===== src/rtl/fetch_pkg.sv =====
// fetch_pkg: definitions shared by the instruction fetch sequencer.
//   - opcode constants the sequencer reacts to (mul, div, halt)
//   - bit positions of the IR fields
//   - FSM state encoding
// Configuration macro: FETCH_MULDIV_STALL_EN adds the STALL state.
package fetch_pkg;

  localparam logic [4:0] OP_MUL  = 5'b01100;
  localparam logic [4:0] OP_DIV  = 5'b01101;
  localparam logic [4:0] OP_HALT = 5'b11111;

  localparam int OPCODE_MSB = 31;
  localparam int OPCODE_LSB = 27;
  localparam int DEST_MSB   = 26;
  localparam int DEST_LSB   = 23;
  localparam int RA_MSB     = 22;
  localparam int RA_LSB     = 19;
  localparam int RB_MSB     = 18;
  localparam int RB_LSB     = 15;

  typedef enum logic [2:0] {
    S_IDLE  = 3'd0,
    S_REQ   = 3'd1,
    S_ISSUE = 3'd2,
    S_HALT  = 3'd4
`ifdef FETCH_MULDIV_STALL_EN
    , S_STALL = 3'd3
`endif
  } state_e;

  function automatic logic [4:0] ir_opcode(input logic [31:0] word);
    return word[OPCODE_MSB:OPCODE_LSB];
  endfunction

  function automatic logic is_muldiv(input logic [4:0] op);
    return (op == OP_MUL) || (op == OP_DIV);
  endfunction

endpackage


===== src/rtl/pc_reg.sv =====
// pc_reg: program counter register.
//   clk     in   system clock
//   clr     in   synchronous active-high clear (pc -> 0)
//   load    in   load pc_new (priority over inc)
//   inc     in   advance by one, wrapping modulo 2^ADDR_W
//   pc_new  in   load value
//   pc      out  current program counter
module pc_reg #(
  parameter int ADDR_W = 32
) (
  input  logic              clk,
  input  logic              clr,
  input  logic              load,
  input  logic              inc,
  input  logic [ADDR_W-1:0] pc_new,
  output logic [ADDR_W-1:0] pc
);

  logic [ADDR_W-1:0] pc_q;
  logic [ADDR_W-1:0] pc_d;

  always_comb begin
    pc_d = pc_q;
    if (load) begin
      pc_d = pc_new;
    end else if (inc) begin
      pc_d = pc_q + ADDR_W'(1);
    end
  end

  always_ff @(posedge clk) begin
    if (clr) begin
      pc_q <= '0;
    end else begin
      pc_q <= pc_d;
    end
  end

  assign pc = pc_q;

endmodule


===== src/rtl/instr_fetch.sv =====
// instr_fetch: instruction fetch and issue sequencer feeding the control
// unit's IR. Reads words from program memory (mem_rd/mem_ack), keeps the PC
// and offers each word on ir with an ir_valid/ir_ready handshake.
//   clk, clr            clock, synchronous active-high reset
//   run                 fetch enable, checked only when leaving a state
//   mem_addr/mem_rd     read request (mem_addr always equals pc)
//   mem_ack/mem_rdata   read completion with data in the same cycle
//   ir/ir_valid/ir_ready  instruction output handshake
//   pc_load/pc_new      redirect, priority over sequential fetch
//   pc                  address of the next word to fetch
//   halted              high while in HALT
// Configuration macro: FETCH_MULDIV_STALL_EN -- when defined, issuing a mul or
// div is followed by MULDIV_STALL idle cycles before the next request.
module instr_fetch
  import fetch_pkg::*;
#(
  parameter int ADDR_W       = 32,
  parameter int MULDIV_STALL = 4
) (
  input  logic              clk,
  input  logic              clr,
  input  logic              run,
  output logic [ADDR_W-1:0] mem_addr,
  output logic              mem_rd,
  input  logic              mem_ack,
  input  logic [31:0]       mem_rdata,
  output logic [31:0]       ir,
  output logic              ir_valid,
  input  logic              ir_ready,
  input  logic              pc_load,
  input  logic [ADDR_W-1:0] pc_new,
  output logic [ADDR_W-1:0] pc,
  output logic              halted
);

  state_e      state_q, state_d;
  logic [31:0] ir_q, ir_d;
  logic        discard_q, discard_d;  // the outstanding read belongs to a stale pc
  logic        mem_rd_q, mem_rd_d;
  logic        pc_inc;
  logic [4:0]  opcode;
  state_e      resume_state;

`ifdef FETCH_MULDIV_STALL_EN
  localparam int STALL_W = (MULDIV_STALL > 1) ? $clog2(MULDIV_STALL) : 1;
  logic [STALL_W-1:0] stall_cnt_q, stall_cnt_d;
`else
  logic unused_stall_cfg;
  assign unused_stall_cfg = (MULDIV_STALL != 0);
`endif

  pc_reg #(
    .ADDR_W(ADDR_W)
  ) u_pc_reg (
    .clk   (clk),
    .clr   (clr),
    .load  (pc_load),
    .inc   (pc_inc),
    .pc_new(pc_new),
    .pc    (pc)
  );

  assign opcode       = ir_opcode(ir_q);
  // A redirect always restarts fetching, even with run low.
  assign resume_state = (run || pc_load) ? S_REQ : S_IDLE;

  always_comb begin
    state_d   = state_q;
    ir_d      = ir_q;
    discard_d = discard_q;
    pc_inc    = 1'b0;
`ifdef FETCH_MULDIV_STALL_EN
    stall_cnt_d = stall_cnt_q;
`endif
    case (state_q)
      S_IDLE: begin
        if (run || pc_load) state_d = S_REQ;
      end
      S_REQ: begin
        if (mem_ack) begin
          if (discard_q || pc_load) begin
            // Stale word: drop it and request again at the (new) pc.
            discard_d = 1'b0;
          end else begin
            ir_d    = mem_rdata;
            pc_inc  = 1'b1;
            state_d = S_ISSUE;
          end
        end else if (pc_load) begin
          discard_d = 1'b1;
        end
      end
      S_ISSUE: begin
        if (ir_ready) begin
          if (opcode == OP_HALT) begin
            state_d = S_HALT;
`ifdef FETCH_MULDIV_STALL_EN
          end else if (is_muldiv(opcode) && (MULDIV_STALL > 0)) begin
            state_d     = S_STALL;
            stall_cnt_d = STALL_W'(MULDIV_STALL - 1);
`endif
          end else begin
            state_d = resume_state;
          end
        end else if (pc_load) begin
          state_d = S_REQ;
        end
      end
`ifdef FETCH_MULDIV_STALL_EN
      S_STALL: begin
        if (pc_load) begin
          state_d = S_REQ;
        end else if (stall_cnt_q == '0) begin
          state_d = resume_state;
        end else begin
          stall_cnt_d = stall_cnt_q - STALL_W'(1);
        end
      end
`endif
      S_HALT: begin
        if (pc_load) state_d = S_REQ;
      end
      default: begin
        state_d = S_IDLE;
      end
    endcase
    mem_rd_d = (state_d == S_REQ);
  end

  always_ff @(posedge clk) begin
    if (clr) begin
      state_q   <= S_IDLE;
      ir_q      <= '0;
      discard_q <= 1'b0;
      mem_rd_q  <= 1'b0;
`ifdef FETCH_MULDIV_STALL_EN
      stall_cnt_q <= '0;
`endif
    end else begin
      state_q   <= state_d;
      ir_q      <= ir_d;
      discard_q <= discard_d;
      mem_rd_q  <= mem_rd_d;
`ifdef FETCH_MULDIV_STALL_EN
      stall_cnt_q <= stall_cnt_d;
`endif
    end
  end

  assign mem_addr = pc;
  assign mem_rd   = mem_rd_q;
  assign ir       = ir_q;
  assign ir_valid = (state_q == S_ISSUE);
  assign halted   = (state_q == S_HALT);

endmodule


===== config.mk =====
export PLATFORM = sky130hd
export DESIGN_NAME = instr_fetch
export DESIGN_NICKNAME = d
export VERILOG_FILES = /design/src/rtl/fetch_pkg.sv /design/src/rtl/pc_reg.sv /design/src/rtl/instr_fetch.sv
export SDC_FILE = /design/constraint.sdc
export NUM_CORES = 1
export LEC_CHECK = 0
export CORE_MARGIN = 5
export CORE_UTILIZATION = 44
export CTS_BUF_LIST = sky130_fd_sc_hd__clkbuf_16
export DETAILED_ROUTE_END_ITERATION = 6
export HOLD_SLACK_MARGIN = 0.03
export PLACE_DENSITY = 0.88
export SLEW_MARGIN = 0
export SYNTH_ARGS = -nofsm -noshare
export SYNTH_HDL_FRONTEND = slang
export SYNTH_SLANG_ARGS = --single-unit

===== constraint.sdc =====
create_clock -name clk -period 5.73 [get_ports clk]
set_input_delay 1.4325 -clock clk [delete_from_list [all_inputs] [get_ports clk]]
set_output_delay 1.4325 -clock clk [all_outputs]
set_load 0.02 [all_outputs]

==> flow_summary.ini <==
[worst_setup_path]
crit_chain = clkdlybuf4s50_1, or3b_2, nor2_2, nand2_1, or4_1, a31oi_1
slowest_stage = clkdlybuf4s50_1
crit_path_end_kind = flop
critPathArrivalTime_ns = 4.29
crit_required_ns = 5.98
critical_path_peak_fanout = 18
max_stage_delay_ns = 0.73
crit_type = primary input to flop
crit_path_start_kind = primary input

[synthesis]
ys_top_cells_by_area = dfxtp_1 (39%), nand2_1 (9.8%), a21oi_1 (8.3%), buf_4 (6.8%), nand3_1 (2.8%)
synth.avg_cell_area_um2 = 7.68
synth.distinct_cells = 50
syn_area_um2 = 3550
seq_area_frac_synth = 0.390
synth_top_area_cell = dfxtp_1
ys_seq_elements = 69
syn_inst = 462
synth_top_area_share = 0.390
async_reset_ff_frac = 0
synth_nets = 533
synth_ff_type = dfxtp_1
ys.warnings.count = 0
synth_edf_count = 0

[power_and_ir_drop]
power.density_nw_per_um2 = 247
power.leakage_nw = 1.80
p_total_mw = 1.31
vdd_drop_max_mv = 0.206

[sta]
slew_headroom = 0.265
holdWs_ns = 0.453
clock_skew_ns = 0.00685
period_needed_ns = 4.04
clock.fmax_mhz = 248
period_share = 0.705
setup-tns-final_ns = 0
worst_slack_ns = 1.69
setup_viol = 0
worstMarginPinSlew_ns = 1.10
rsz0062_at_grt = false
slew_violations = 0
hold_viol_final = 0

[detailed_routing]
ant_nets = 0
drt-initial-drc-count = 229
drt_first_pass_iters = 5
drc = 0
vias_per_cell = 5.59
drt_wl_total_um = 11100
num_vias = 3851
wl_per_cell_um = 16.2

[place]
detailed_place_hpwl_um = 8020
io_buffers = 168
dp_cells = 673
placed_area_um2 = 5020
gp_congestion = 0.827
dpl_worst_slack_ns = 1.37

[layout]
final_util = 0.680
drive_gt1_frac = 0.0545
diodes = 0
final_cell_area_um2 = 5310
final_cells = 689
final_cell_mix = clkdlybuf4s50_1 (167), nand2_1 (92), dfxtp_1 (69), a21oi_1 (59)
syn2layout_area_growth_pct = 49.8
final_common_cell = clkdlybuf4s50_1
final_nets = 653
fillerInstances = 640

[job]
maxCapViolCount = 0

[worst_hold_path]
hp-class = flop to flop

[clock_network]
clkTransAtPathRegs_ns = 0.06
cts-resized-gates = 0
clock_path_buffers = 2
cts_setup_buffers = 0
ctsHtreeMaxLevel = 3
cts_buffers = 9
root_buffer = clkbuf_16
clock_latency_ns = 0.32
cts.sink_count = 69
cts_hold_buf = 0
cts_tree = yes

[global_routing]
grt_pass1_wl_um = 17400
grt_util_all_layers = 0.213
grt_pass1_vias = 3607
grt_max_degree = 69
overflow = 0
antenna_found_initial = 0

[status]
status = finished, final reports clean

[floorplanning]
die_area_um2 = 9950
die_y_um = 99.8
num_io_pins = 169
core_um2 = 7810
start_util = 0.454
fp.dieW_um = 99.8
num_rows = 32
## worst max-delay path: cells and delay by family
| family | cells | cell delay (ns) |
|---|---|---|
| compound gates | 1 | 0.16 |
| buf+inv | 1 | 0.73 |
| simple gates | 4 | 1.96 |
## cells in the mapped netlist, types with 2 or more instances
| master | n |
|---|---|
| nor3_1 | 4 |
| and4_1 | 6 |
| clkbuf_1 | 24 |
| a21oi_1 | 59 |
| mux2i_1 | 2 |
| a31oi_1 | 14 |
| and2_1 | 7 |
| or3_1 | 4 |
| buf_1 | 3 |
| inv_1 | 3 |
| buf_2 | 3 |
| a22oi_1 | 6 |
| buf_4 | 32 |
| o211ai_1 | 4 |
| nand4_1 | 11 |
| o221ai_1 | 2 |
| mux2_2 | 3 |
| o21bai_1 | 2 |
| nor2_1 | 21 |
| nand3b_1 | 2 |
| nand2_1 | 93 |
| and3_1 | 6 |
| dfxtp_1 | 69 |
| o31a_1 | 2 |
| a21o_1 | 2 |
| o21ai_0 | 10 |
| or4_1 | 2 |
| nand3_1 | 20 |
| xor2_1 | 8 |
| or3b_2 | 2 |
| nor3b_1 | 3 |
| nor4_1 | 6 |
| o22ai_1 | 9 |
| a32oi_1 | 2 |
## path summary, 6_finish.rpt
kind | start | to | slack [ns] | depth (start not counted)
setup / recovery | pc_load | u_pc_reg.pc[18] | 1.69 | 6
hold / removal | ir[21] | ir[21] | 0.45 | 2
setup reg to reg | u_pc_reg.pc[0] | u_pc_reg.pc[18] | 3.23 | 6
hold reg to reg | ir[21] | ir[21] | 0.45 | 2
## power breakdown
| part | internal (mW) | switching, mW | total [mW] | leakage (nW) |
|---|---|---|---|---|
| Clock | 0.334 | 0.209 | 0.543 | 0.145 |
| Combinational | 0.124 | 0.112 | 0.236 | 1.09 |
| Sequential | 0.502 | 0.0315 | 0.534 | 0.564 |
## logic make-up (layout without fill, tap and decap cells)
family          count (synthesis)  count (layout)  synth area share
xor+xnor                        9               9            0.0222
mux                             5               5            0.0152
flops                          69              69             0.390
fa+ha+maj                       1               1           0.00353
compound gates                118             118             0.197
buf+inv                        66             191             0.105
simple gates                  194             194             0.268
## routing by layer
layer | vias to the layer above | GRT usage | routed length, um
met1 | 1781 | 0.254 | 4380
li1 | 1851 | - | -
met2 | 195 | 0.361 | 5460
met3 | 24 | 0.0570 | 1040
met4 | 0 | 0.0893 | 246
met5 | - | 0 | 0
## final cells by class
type	instances	area [um2]	share of cell area
Clock inverter	7	66.3	0.0125
Clock buffer	9	225	0.0424
Timing Repair Buffer	171	1700	0.320
Tap cell	102	128	0.0240
Sequential cell	69	1380	0.260
Multi-Input combinational cell	327	1800	0.338
Inverter	4	15.0	0.00283
(Power assumes the default switching activity.)
